[src/rtl/matmul_engine.sv]
// Rectangular matrix multiplier C = A*B (or C += A*B), LANES output columns per cycle.
// Latency: 1 INIT + M*(P/LANES)*(K+1) MULTIPLY + 1 DONE cycle; start is ignored while busy.
// Optional build macro MATMUL_SIGNED_EN selects two's complement arithmetic (default unsigned).
module matmul_engine #(
  parameter int M          = 4,
  parameter int K          = 4,
  parameter int P          = 4,
  parameter int DATA_WIDTH = 8,
  parameter int LANES      = 1,
  parameter int ACC_WIDTH  = 2*DATA_WIDTH + $clog2(K)
) (
  input  logic                                   clk,
  input  logic                                   reset,
  input  logic                                   start,
  input  logic                                   accumulate,
  input  logic [0:M-1][0:K-1][DATA_WIDTH-1:0]    A,
  input  logic [0:K-1][0:P-1][DATA_WIDTH-1:0]    B,
  output logic [0:M-1][0:P-1][ACC_WIDTH-1:0]     C,
  output logic                                   busy,
  output logic                                   done,
  output logic                                   overflow
);

  localparam int NG  = P / LANES;
  localparam int PW  = 2 * DATA_WIDTH;
  localparam int RW  = (M > 1) ? $clog2(M) : 1;
  localparam int GW  = (NG > 1) ? $clog2(NG) : 1;
  localparam int KW  = $clog2(K + 1);
  localparam int KIW = (K > 1) ? $clog2(K) : 1;
  localparam int CW  = (P > 1) ? $clog2(P) : 1;

  generate
    if (P % LANES != 0) begin : g_lanes_check
      $error("matmul_engine: P must be a multiple of LANES");
    end
  endgenerate

  typedef enum logic [1:0] {
    S_IDLE = 2'd0,
    S_INIT = 2'd1,
    S_MULT = 2'd2,
    S_DONE = 2'd3
  } state_t;

  state_t                                state_q, state_d;
  logic                                  mode_q;
  logic [RW-1:0]                         row_q;
  logic [GW-1:0]                         grp_q;
  logic [KW-1:0]                         k_q;
  logic [LANES-1:0][ACC_WIDTH-1:0]       acc_q;
  logic [0:M-1][0:P-1][ACC_WIDTH-1:0]    c_q;
  logic                                  ovf_q;

  // Plain-named views of the sequencer state, visible to hierarchical probes.
  logic [1:0]    state;
  logic [RW-1:0] row;
  logic [GW-1:0] grp;
  logic [KW-1:0] k;
  assign state = state_q;
  assign row   = row_q;
  assign grp   = grp_q;
  assign k     = k_q;

  logic                                  last_k, last_grp, last_row;
  logic [KIW-1:0]                        kidx;
  logic [LANES-1:0][CW-1:0]              col;
  logic [LANES-1:0][PW-1:0]              prod;
  logic [LANES-1:0][ACC_WIDTH-1:0]       acc_d;
  logic [LANES-1:0][ACC_WIDTH-1:0]       store_val;
  logic [LANES-1:0][ACC_WIDTH:0]         sum_w;
  logic                                  ovf_any;

  assign last_k   = (k == KW'(K));
  assign last_grp = (grp == GW'(NG - 1));
  assign last_row = (row == RW'(M - 1));
  // On the store cycle k==K is not a valid operand index; park it at 0.
  assign kidx     = last_k ? '0 : k[KIW-1:0];

  // State register.
  always_ff @(posedge clk) begin
    if (reset) state_q <= S_IDLE;
    else       state_q <= state_d;
  end

  // Next-state sequencing and status outputs.
  always_comb begin
    state_d = state_q;
    busy    = 1'b0;
    done    = 1'b0;
    case (state_q)
      S_IDLE: if (start) state_d = S_INIT;
      S_INIT: begin
        busy    = 1'b1;
        state_d = S_MULT;
      end
      S_MULT: begin
        busy = 1'b1;
        if (last_k && last_grp && last_row) state_d = S_DONE;
      end
      S_DONE: begin
        busy    = 1'b1;
        done    = 1'b1;
        state_d = S_IDLE;
      end
      default: state_d = S_IDLE;
    endcase
  end

  // Per-lane product, accumulator update, store value and wrap detection.
  always_comb begin
    col       = '0;
    prod      = '0;
    acc_d     = '0;
    store_val = '0;
    sum_w     = '0;
    ovf_any   = 1'b0;
    for (int l = 0; l < LANES; l++) begin
      col[l] = CW'(int'(grp) * LANES + l);
`ifdef MATMUL_SIGNED_EN
      prod[l]  = PW'($signed(A[row][kidx]) * $signed(B[kidx][col[l]]));
      acc_d[l] = acc_q[l] + ACC_WIDTH'($signed(prod[l]));
`else
      prod[l]  = PW'(A[row][kidx] * B[kidx][col[l]]);
      acc_d[l] = acc_q[l] + ACC_WIDTH'(prod[l]);
`endif
      sum_w[l]     = {1'b0, c_q[row][col[l]]} + {1'b0, acc_q[l]};
      store_val[l] = mode_q ? sum_w[l][ACC_WIDTH-1:0] : acc_q[l];
`ifdef MATMUL_SIGNED_EN
      // Signed overflow: carry into the sign bit differs from carry out of it.
      if (mode_q && (sum_w[l][ACC_WIDTH] ^ sum_w[l][ACC_WIDTH-1] ^
                     c_q[row][col[l]][ACC_WIDTH-1] ^ acc_q[l][ACC_WIDTH-1]))
        ovf_any = 1'b1;
`else
      if (mode_q && sum_w[l][ACC_WIDTH]) ovf_any = 1'b1;
`endif
    end
  end

  // Datapath: counters, lane accumulators, result array and sticky overflow.
  always_ff @(posedge clk) begin
    if (reset) begin
      mode_q <= 1'b0;
      row_q  <= '0;
      grp_q  <= '0;
      k_q    <= '0;
      acc_q  <= '0;
      c_q    <= '0;
      ovf_q  <= 1'b0;
    end else begin
      case (state_q)
        S_IDLE: if (start) mode_q <= accumulate;
        S_INIT: begin
          row_q <= '0;
          grp_q <= '0;
          k_q   <= '0;
          acc_q <= '0;
          ovf_q <= 1'b0;
          if (!mode_q) c_q <= '0;
        end
        S_MULT: begin
          if (!last_k) begin
            acc_q <= acc_d;
            k_q   <= k_q + KW'(1);
          end else begin
            for (int l = 0; l < LANES; l++) c_q[row][col[l]] <= store_val[l];
            if (ovf_any) ovf_q <= 1'b1;
            acc_q <= '0;
            k_q   <= '0;
            if (last_grp) begin
              grp_q <= '0;
              row_q <= last_row ? '0 : row_q + RW'(1);
            end else begin
              grp_q <= grp_q + GW'(1);
            end
          end
        end
        default: ;
      endcase
    end
  end

  assign C        = c_q;
  assign overflow = ovf_q;

endmodule

[config.mk]
export PLATFORM = sky130hd
export DESIGN_NAME = matmul_engine
export DESIGN_NICKNAME = d
export VERILOG_FILES = /design/src/rtl/matmul_engine.sv
export SDC_FILE = /design/constraint.sdc
export NUM_CORES = 1
export LEC_CHECK = 0
export ABC_AREA = 1
export CAP_MARGIN = 10
export CELL_PAD_IN_SITES_DETAIL_PLACEMENT = 1
export CELL_PAD_IN_SITES_GLOBAL_PLACEMENT = 2
export CORE_MARGIN = 4
export CORE_UTILIZATION = 24
export CTS_CLUSTER_DIAMETER = 40
export CTS_CLUSTER_SIZE = 28
export DETAILED_ROUTE_END_ITERATION = 10
export GPL_ROUTABILITY_DRIVEN = 0
export GPL_TIMING_DRIVEN = 0
export PLACE_DENSITY = 0.78
export SETUP_SLACK_MARGIN = 0.15
export SLEW_MARGIN = 20
export SYNTH_ARGS = -nofsm -noshare
export SYNTH_HDL_FRONTEND = slang
export SYNTH_SLANG_ARGS = --single-unit
[constraint.sdc]
create_clock -name clk -period 5.7 [get_ports clk]
set_input_delay 1.14 -clock clk [delete_from_list [all_inputs] [get_ports clk]]
set_output_delay 1.14 -clock clk [all_outputs]
set_load 0.03 [all_outputs]
# ---- Yosys cells after proc, flatten, opt, wreduce, memory -nomap -nowiden
# Index checks and enable logic that the tools add are counted.
dict set report op_classes {
  addsub 5
  eq_ne 12
  n_lt_le_gt_ge 5
  n_bitwise 3
  n_mul 1
  mux 48
  reduce_logical 14
}
# op n
set ops {}
lappend ops {{2-to-1 mux 288 bit} 2}
lappend ops {{one-hot mux 288 bit (2 select lines)} 1}
lappend ops {{bitwise mux 288 bit} 1}
lappend ops {{2-to-1 mux 72 bit} 3}
lappend ops {{binary-select mux 72 bit (select 2 bit)} 1}
lappend ops {{demux 72 bit (select 2 bit)} 1}
lappend ops {{binary-select mux 32 bit (select 2 bit)} 2}
lappend ops {{2-to-1 mux 32 bit} 4}
lappend ops {{2-to-1 mux 18 bit} 5}
lappend ops {{binary-select mux 18 bit (select 2 bit)} 1}
lappend ops {{demux 18 bit (select 2 bit)} 1}
lappend ops {{one-hot mux 18 bit (2 select lines)} 1}
lappend ops {{binary-select mux 8 bit (select 2 bit)} 2}
lappend ops {{2-to-1 mux 8 bit} 4}
lappend ops {{adder 18 x 18 -> 19 bit} 1}
lappend ops {{adder 18 x 16 -> 18 bit} 1}
lappend ops {{multiplier 8 x 8 -> 16 bit} 1}
lappend ops {{2-to-1 mux 2 bit} 8}
lappend ops {{!= test 2 bit, second input constant} 6}
lappend ops {{>= comparator 3 bit, second input constant} 3}
lappend ops {{inverter 2 -> 3 bit} 3}
lappend ops {{AND reduction 3 bit} 3}
lappend ops {{== test 2 bit, second input constant} 4}
lappend ops {{one-hot mux 2 bit (2 select lines)} 2}
lappend ops {{other kinds (15)} 27}
dict set report totals {
  input_bits 260
  regBits 317
  out_inout_bits 291
  elab_cells 111
}

# ---- Depth between registers and ports, before layout
dict set report logic_depth {
  ltp_word 13
  ltp_mapped 35
  mapped_depth_nobuf 32
}

# ---- Worst setup path after synthesis
# OpenSTA, ideal clock, no wires.
dict set report synth_path {
  path_kind {reg-to-reg}
  startpoint {reg k_q[0], in the netlist k[0]}
  endpoint {reg acc_q[14] in the netlist's numbering}
  path_slack_ns 0.132
  setup_ns 0.070
  arrival_ns 5.498
  path_buffers 3
  stages_incl_launch_ff 32
  period_less_slack_ns 5.568
  cell_sequence {dfxtp_1 > clkbuf_1 > clkbuf_1 > inv_1 > ha_1 > nand2_1 > nand2_1 > inv_2 > clkbuf_1 > nand2_1 > nand3_1 > nand3_1 > nand3_1 > nand2_1 > inv_1 > nand2_1 > fa_1 > fa_1 > inv_1 > fa_1 > inv_1 > fa_1 > inv_1 > ha_1 > a21o_1 > o21ai_0 > nand3_1 > nand3_1 > nand2_1 > nand2_1 > nand3_1 > a21oi_1}
}
dict set report synth_via {
  elab_chain_cells 13
}
# element line_no
set synth_lines {}
lappend synth_lines {{start: declaration} 49} ;# logic [KW-1:0] k_q;
lappend synth_lines {{start signal: assignment} 163} ;# k_q <= k_q + KW'(1);
lappend synth_lines {{== test 3 bit} 73} ;# assign last_k = (k == KW'(K));
lappend synth_lines {{2-to-1 mux 2 bit} 77} ;# assign kidx = last_k ? '0 : k[KIW-1:0];
lappend synth_lines {{inverter 2 -> 3 bit (not written as such)} 123} ;# prod[l] = PW'(A[row][kidx] * B[kidx][col[l]]);
lappend synth_lines {{binary-select mux 32 bit (select 2 bit)} 123}
lappend synth_lines {{2-to-1 mux 32 bit (not written as such) (2 in series)} 123}
lappend synth_lines {{binary-select mux 8 bit (select 2 bit)} 123}
lappend synth_lines {{2-to-1 mux 8 bit (not written as such) (2 in series)} 123}
lappend synth_lines {{multiplier 8 x 8 -> 16 bit} 123}
lappend synth_lines {{adder 18 x 16 -> 18 bit} 124} ;# acc_d[l] = acc_q[l] + ACC_WIDTH'(prod[l]);
lappend synth_lines {{2-to-1 mux 18 bit (*)} 161} ;# if (!last_k) begin
lappend synth_lines {{one-hot mux 18 bit (2 select lines) (*)} 150} ;# case (state_q)
lappend synth_lines {{end signal: assignment} 156} ;# acc_q <= '0;
lappend synth_lines {{end signal: assignment} 162} ;# acc_q <= acc_d;
lappend synth_lines {{end signal: assignment} 167} ;# acc_q <= '0;
lappend synth_lines {{end: declaration} 50} ;# logic [LANES-1:0][ACC_WIDTH-1:0] acc_q;
# Every way passes the cells marked *; elsewhere a longest branch is shown, timed or not. The select of a mux whose other input is x is not followed.
# A chain may end at the register's enable or synchronous reset.

# ---- Worst setup path after layout
# Same ends and word-level chain as after synthesis.

==> results.md <==
Critical path:
- The largest single stage delay on the critical path is 570 ps.
- The worst setup path is launched from a flop.
- The highest net fanout along the worst path is 7.
- The arrival time at the worst endpoint is 6030 ps.
- The cell with the largest stage delay on the worst path is sky130_fd_sc_hd__fa_1.
- STA puts the critical path data required time at 6250 ps.
- The critical setup path kind is flop to flop.
- The worst setup path is captured at a flop.

Power:
- Registers are responsible for 9.2% of the overall power.
- For this design the ratio of total power to cell area is 826.3 mW/mm^2.
- Summed over all cells, the static leakage comes to 11.58 nW.
- VDD sags by at most 0.002076 V.
- For this design the total switching power over the nets is 13.57 mW.
- In this run, the combinational gates consume 77.2% of the power.
- The clock network accounts for 13.6% of the total power.
- Cell internal power was estimated by the tool at 11.58 mW.
- The switching share of total power is 53.96%.

STA:
- The share of the clock period used by the worst path after layout is 96.22%.
- In this run the tightest slew margin relative to its limit is 15.79%.
- Setup repair after global routing could not meet its margin everywhere.
- Counting I/O delays and the setup requirement, the final critical path takes 5485 ps.
- Between clock sinks in the finished design, the worst skew comes to 29.63 ps.
- The number of hold violations in the final report is 0.
- Setup violations remaining at the end of the flow were counted as 0.
- For the pin with the worst max-slew slack, the measured transition is 1263 ps.
- The final number of max-transition violations is 0.
- The final worst hold slack is 490.9 ps.
- Derived from the worst setup path, the maximum achievable clock frequency is 0.1823 GHz.

Cells and area:
- Cells with a size suffix above 1 make up 10.70% of the layout.
- The count of fill cells added during filler insertion is 10.51k.
- The net count of the finished layout is 4087.
- The commonest non-fill, non-tap cell in the layout is sky130_fd_sc_hd__nand2_1.
- The layout-stage area growth over the synthesis result is 48.64%.
- The non-filler instance count after layout is 4892.
- In the layout the commonest cells are sky130_fd_sc_hd__nand2_1 (704), sky130_fd_sc_hd__clkdlybuf4s50_1 (545), sky130_fd_sc_hd__a21oi_1 (406).

Job:
- Max-cap violations in this run came to 0.

Place:
- The placed instance count is 4750.
- The number of buffer cells added on primary ports is 549.
- The HPWL after detailed placement is 111000 um.

Synth:
- The count of synthesis-stage warnings from yosys is 0.
- The net count after synthesis is 3451.
- The number of distinct library cells after synthesis is 40.
- The sequential fraction of the synthesis area is 30.98%.
- Synthesis handed over a netlist of 3067 instances.
- The number of flops mapped to enable cells by yosys is 0.
- Counting flops with an async set or reset pin after synthesis yields a share of 0%.
- In this run the cell area of the synthesized design comes to 0.02048 sq mm.
- Counting flops and latches in the post-synthesis netlist gives 317.
- After synthesis, the mean cell area works out to 6.678 sq um.
- For this run, the leading register cell type out of synthesis is sky130_fd_sc_hd__dfxtp_1.

GRT:
- The number of global-route vias before repair is 26.19k.
- The wire length of the first global-routing pass is 192200 um.
- The initial antenna violation count is 17.
- Entering global routing, the biggest net connects 16 pins.
- For this run the aggregate overflow at the end of global routing stands at 0.
- The combined global-route utilization of all metal layers is 29.13%.

Clocking:
- The clock network latency to the later pin of the worst-skew pair is 630 ps.
- Clock tree synthesis inserted a total of 55 buffers.
- The buffer depth of the longest clock path is 3.
- The cell chosen for the clock root is sky130_fd_sc_hd__clkbuf_16.
- For this design, the sink count on the clock tree is 317.
- TritonCTS built the clock tree.
- The post-CTS clock slew at the launch and capture registers of the worst setup and hold paths is 60 ps.
- CTS built an H-tree with a depth of 2.
- The cts-stage hold buffer count is 0.

Floorplanning:
- The initial core utilization is 24.36%.
- The die area is 0.09008 sq mm.
- The number of standard-cell rows in the floorplan is 106.
- The die is 300.1 um tall.
- The I/O pin count is 551.
- In this run the standard cell core region covers 0.08409 sq mm.
- The horizontal die dimension is 300.1 um.

Drt:
- The length of the first detailed-routing pass in iterations is 6.
- The aggregate routed wire length is 137700 um.
- Dividing the detail-routed wire length by the instance count gives 28.15 um.
- The initial detailed-routing violation count is 2801.
- The via count is 26.19k.
- The number of remaining DRC errors is 0.
- The via count normalized by instance count is 5.354.
- Once detail routing completed, the nets flagged for antenna violations numbered 0.

Hold path:
- The type of the tightest min-delay check is flop to flop.

Run status:
- The flow ran to the end, and the final reports show no timing, DRC or antenna violations.
==> flip-flops by register name (all words and copies together), names as in the netlist <==
name,cells
overflow,1
grp,2
row,2
state,2
k,3
C,288
mode_q,1
acc_q,18
==> synthesized netlist by cell type, types with 7 or more instances <==
master                     instances  area share, %
sky130_fd_sc_hd__nand2_1         729             13
sky130_fd_sc_hd__a21oi_1         415             10
sky130_fd_sc_hd__nand3_1         415             10
sky130_fd_sc_hd__dfxtp_1         317             31
sky130_fd_sc_hd__inv_1           224            4.1
sky130_fd_sc_hd__nor2_1          216            4.0
sky130_fd_sc_hd__o21ai_0         175            4.3
sky130_fd_sc_hd__clkbuf_1        145            2.7
sky130_fd_sc_hd__ha_1             73            4.5
sky130_fd_sc_hd__fa_1             51            5.0
sky130_fd_sc_hd__o221ai_1         50            2.1
sky130_fd_sc_hd__buf_2            49            1.2
sky130_fd_sc_hd__o22ai_1          37            1.1
sky130_fd_sc_hd__a221o_1          24            1.2
sky130_fd_sc_hd__o211ai_1         21           0.77
sky130_fd_sc_hd__buf_1            20           0.37
sky130_fd_sc_hd__inv_2            17           0.31
sky130_fd_sc_hd__or2_2            17           0.52
sky130_fd_sc_hd__nor2_8           10           0.98
sky130_fd_sc_hd__buf_4             9           0.33
sky130_fd_sc_hd__nor2_4            7           0.38
sky130_fd_sc_hd__or2_0             7           0.21
==> stage by stage <==
stage	setup WS (ps)	power, mW	TNS (ps)	cell area [sq um]	util [%]
4_1_cts	140.5	22.28	0	29880	35.53
5_1_grt	3.825	27.48	0	30440	36.20
3_3_place_gp	-1330	16.39	-14970	27400	32.58
6_report	215.2	25.16	0	30440	36.21
3_5_place_dp	-1365	16.56	-13890	27400	32.59
2_1_floorplan	234.2	12.06	0	20480	-
==> worst max-delay path: cells and delay by family (launching register included) <==
family | cells | cell delay [ps]
simple gates | 11 | 1040
fa+ha+maj | 6 | 2470
flops | 1 | 340
compound gates | 3 | 720
buf+inv | 9 | 790
==> power by group through the flow <==
stage | logic, mW | registers [mW] | clock network, mW
after global placement | 14.0 | 2.36 | 0
after global routing | 21.6 | 2.32 | 3.54
after floorplan | 9.73 | 2.34 | 0
final | 19.4 | 2.31 | 3.42
after detailed placement | 14.2 | 2.36 | 0
after CTS | 16.5 | 2.31 | 3.44
==> kinds of logic after synthesis <==
kind of cell | count (synthesis) | share of synthesized area, %
AOI/OAI and AO/OA | 739 | 20.27
xor gates and xnor gates | 6 | 0.2566
adders and majority gates | 124 | 9.444
buffers and inverters | 468 | 9.133
DFF | 317 | 30.98
and+or+nand+nor | 1413 | 29.91
==> per-layer routing <==
layer | vias up | GRT usage, % | share of wire [%]
li1 | 11612 | - | -
met1 | 13008 | 38.46 | 42
met2 | 1321 | 47.06 | 45
met3 | 241 | 6.629 | 9.2
met4 | 10 | 9.349 | 3.4
met5 | - | 1.245 | 0.15
==> final timing paths <==
check / cells past startpoint / slack [ps] / start / end
setup / recovery: 29 / 220 / k[0] / acc_q[14]
hold / removal: 2 / 490 / C[228] / C[228]
setup reg to reg: 29 / 220 / k[0] / acc_q[14]
hold reg to reg: 2 / 490 / C[228] / C[228]
==> cell type report <==
cell class	count	area, sq um	share of cell area (%)
diodes	9	22.52	0.07398
inverters	243	938.4	3.082
flip-flops and latches	317	6350	20.86
plain buffers	225	1201	3.945
well taps	1134	1419	4.661
repair buffers	579	5788	19.01
clock inverters	33	352.8	1.159
multi-input cells	2282	12830	42.14
clock buffers	70	1543	5.067
==> repair_timing <==
action / 4_1_cts / 5_1_grt
pin swaps: 15 / 56
resized for setup: 161 / 118
setup endpoints to repair: 23 / 41
buffers inserted: 9 / 19
endpoints found under the hold margin: 0 / 0
cloned: 1 / 1
No activity file was read; power rests on OpenSTA's default activity.
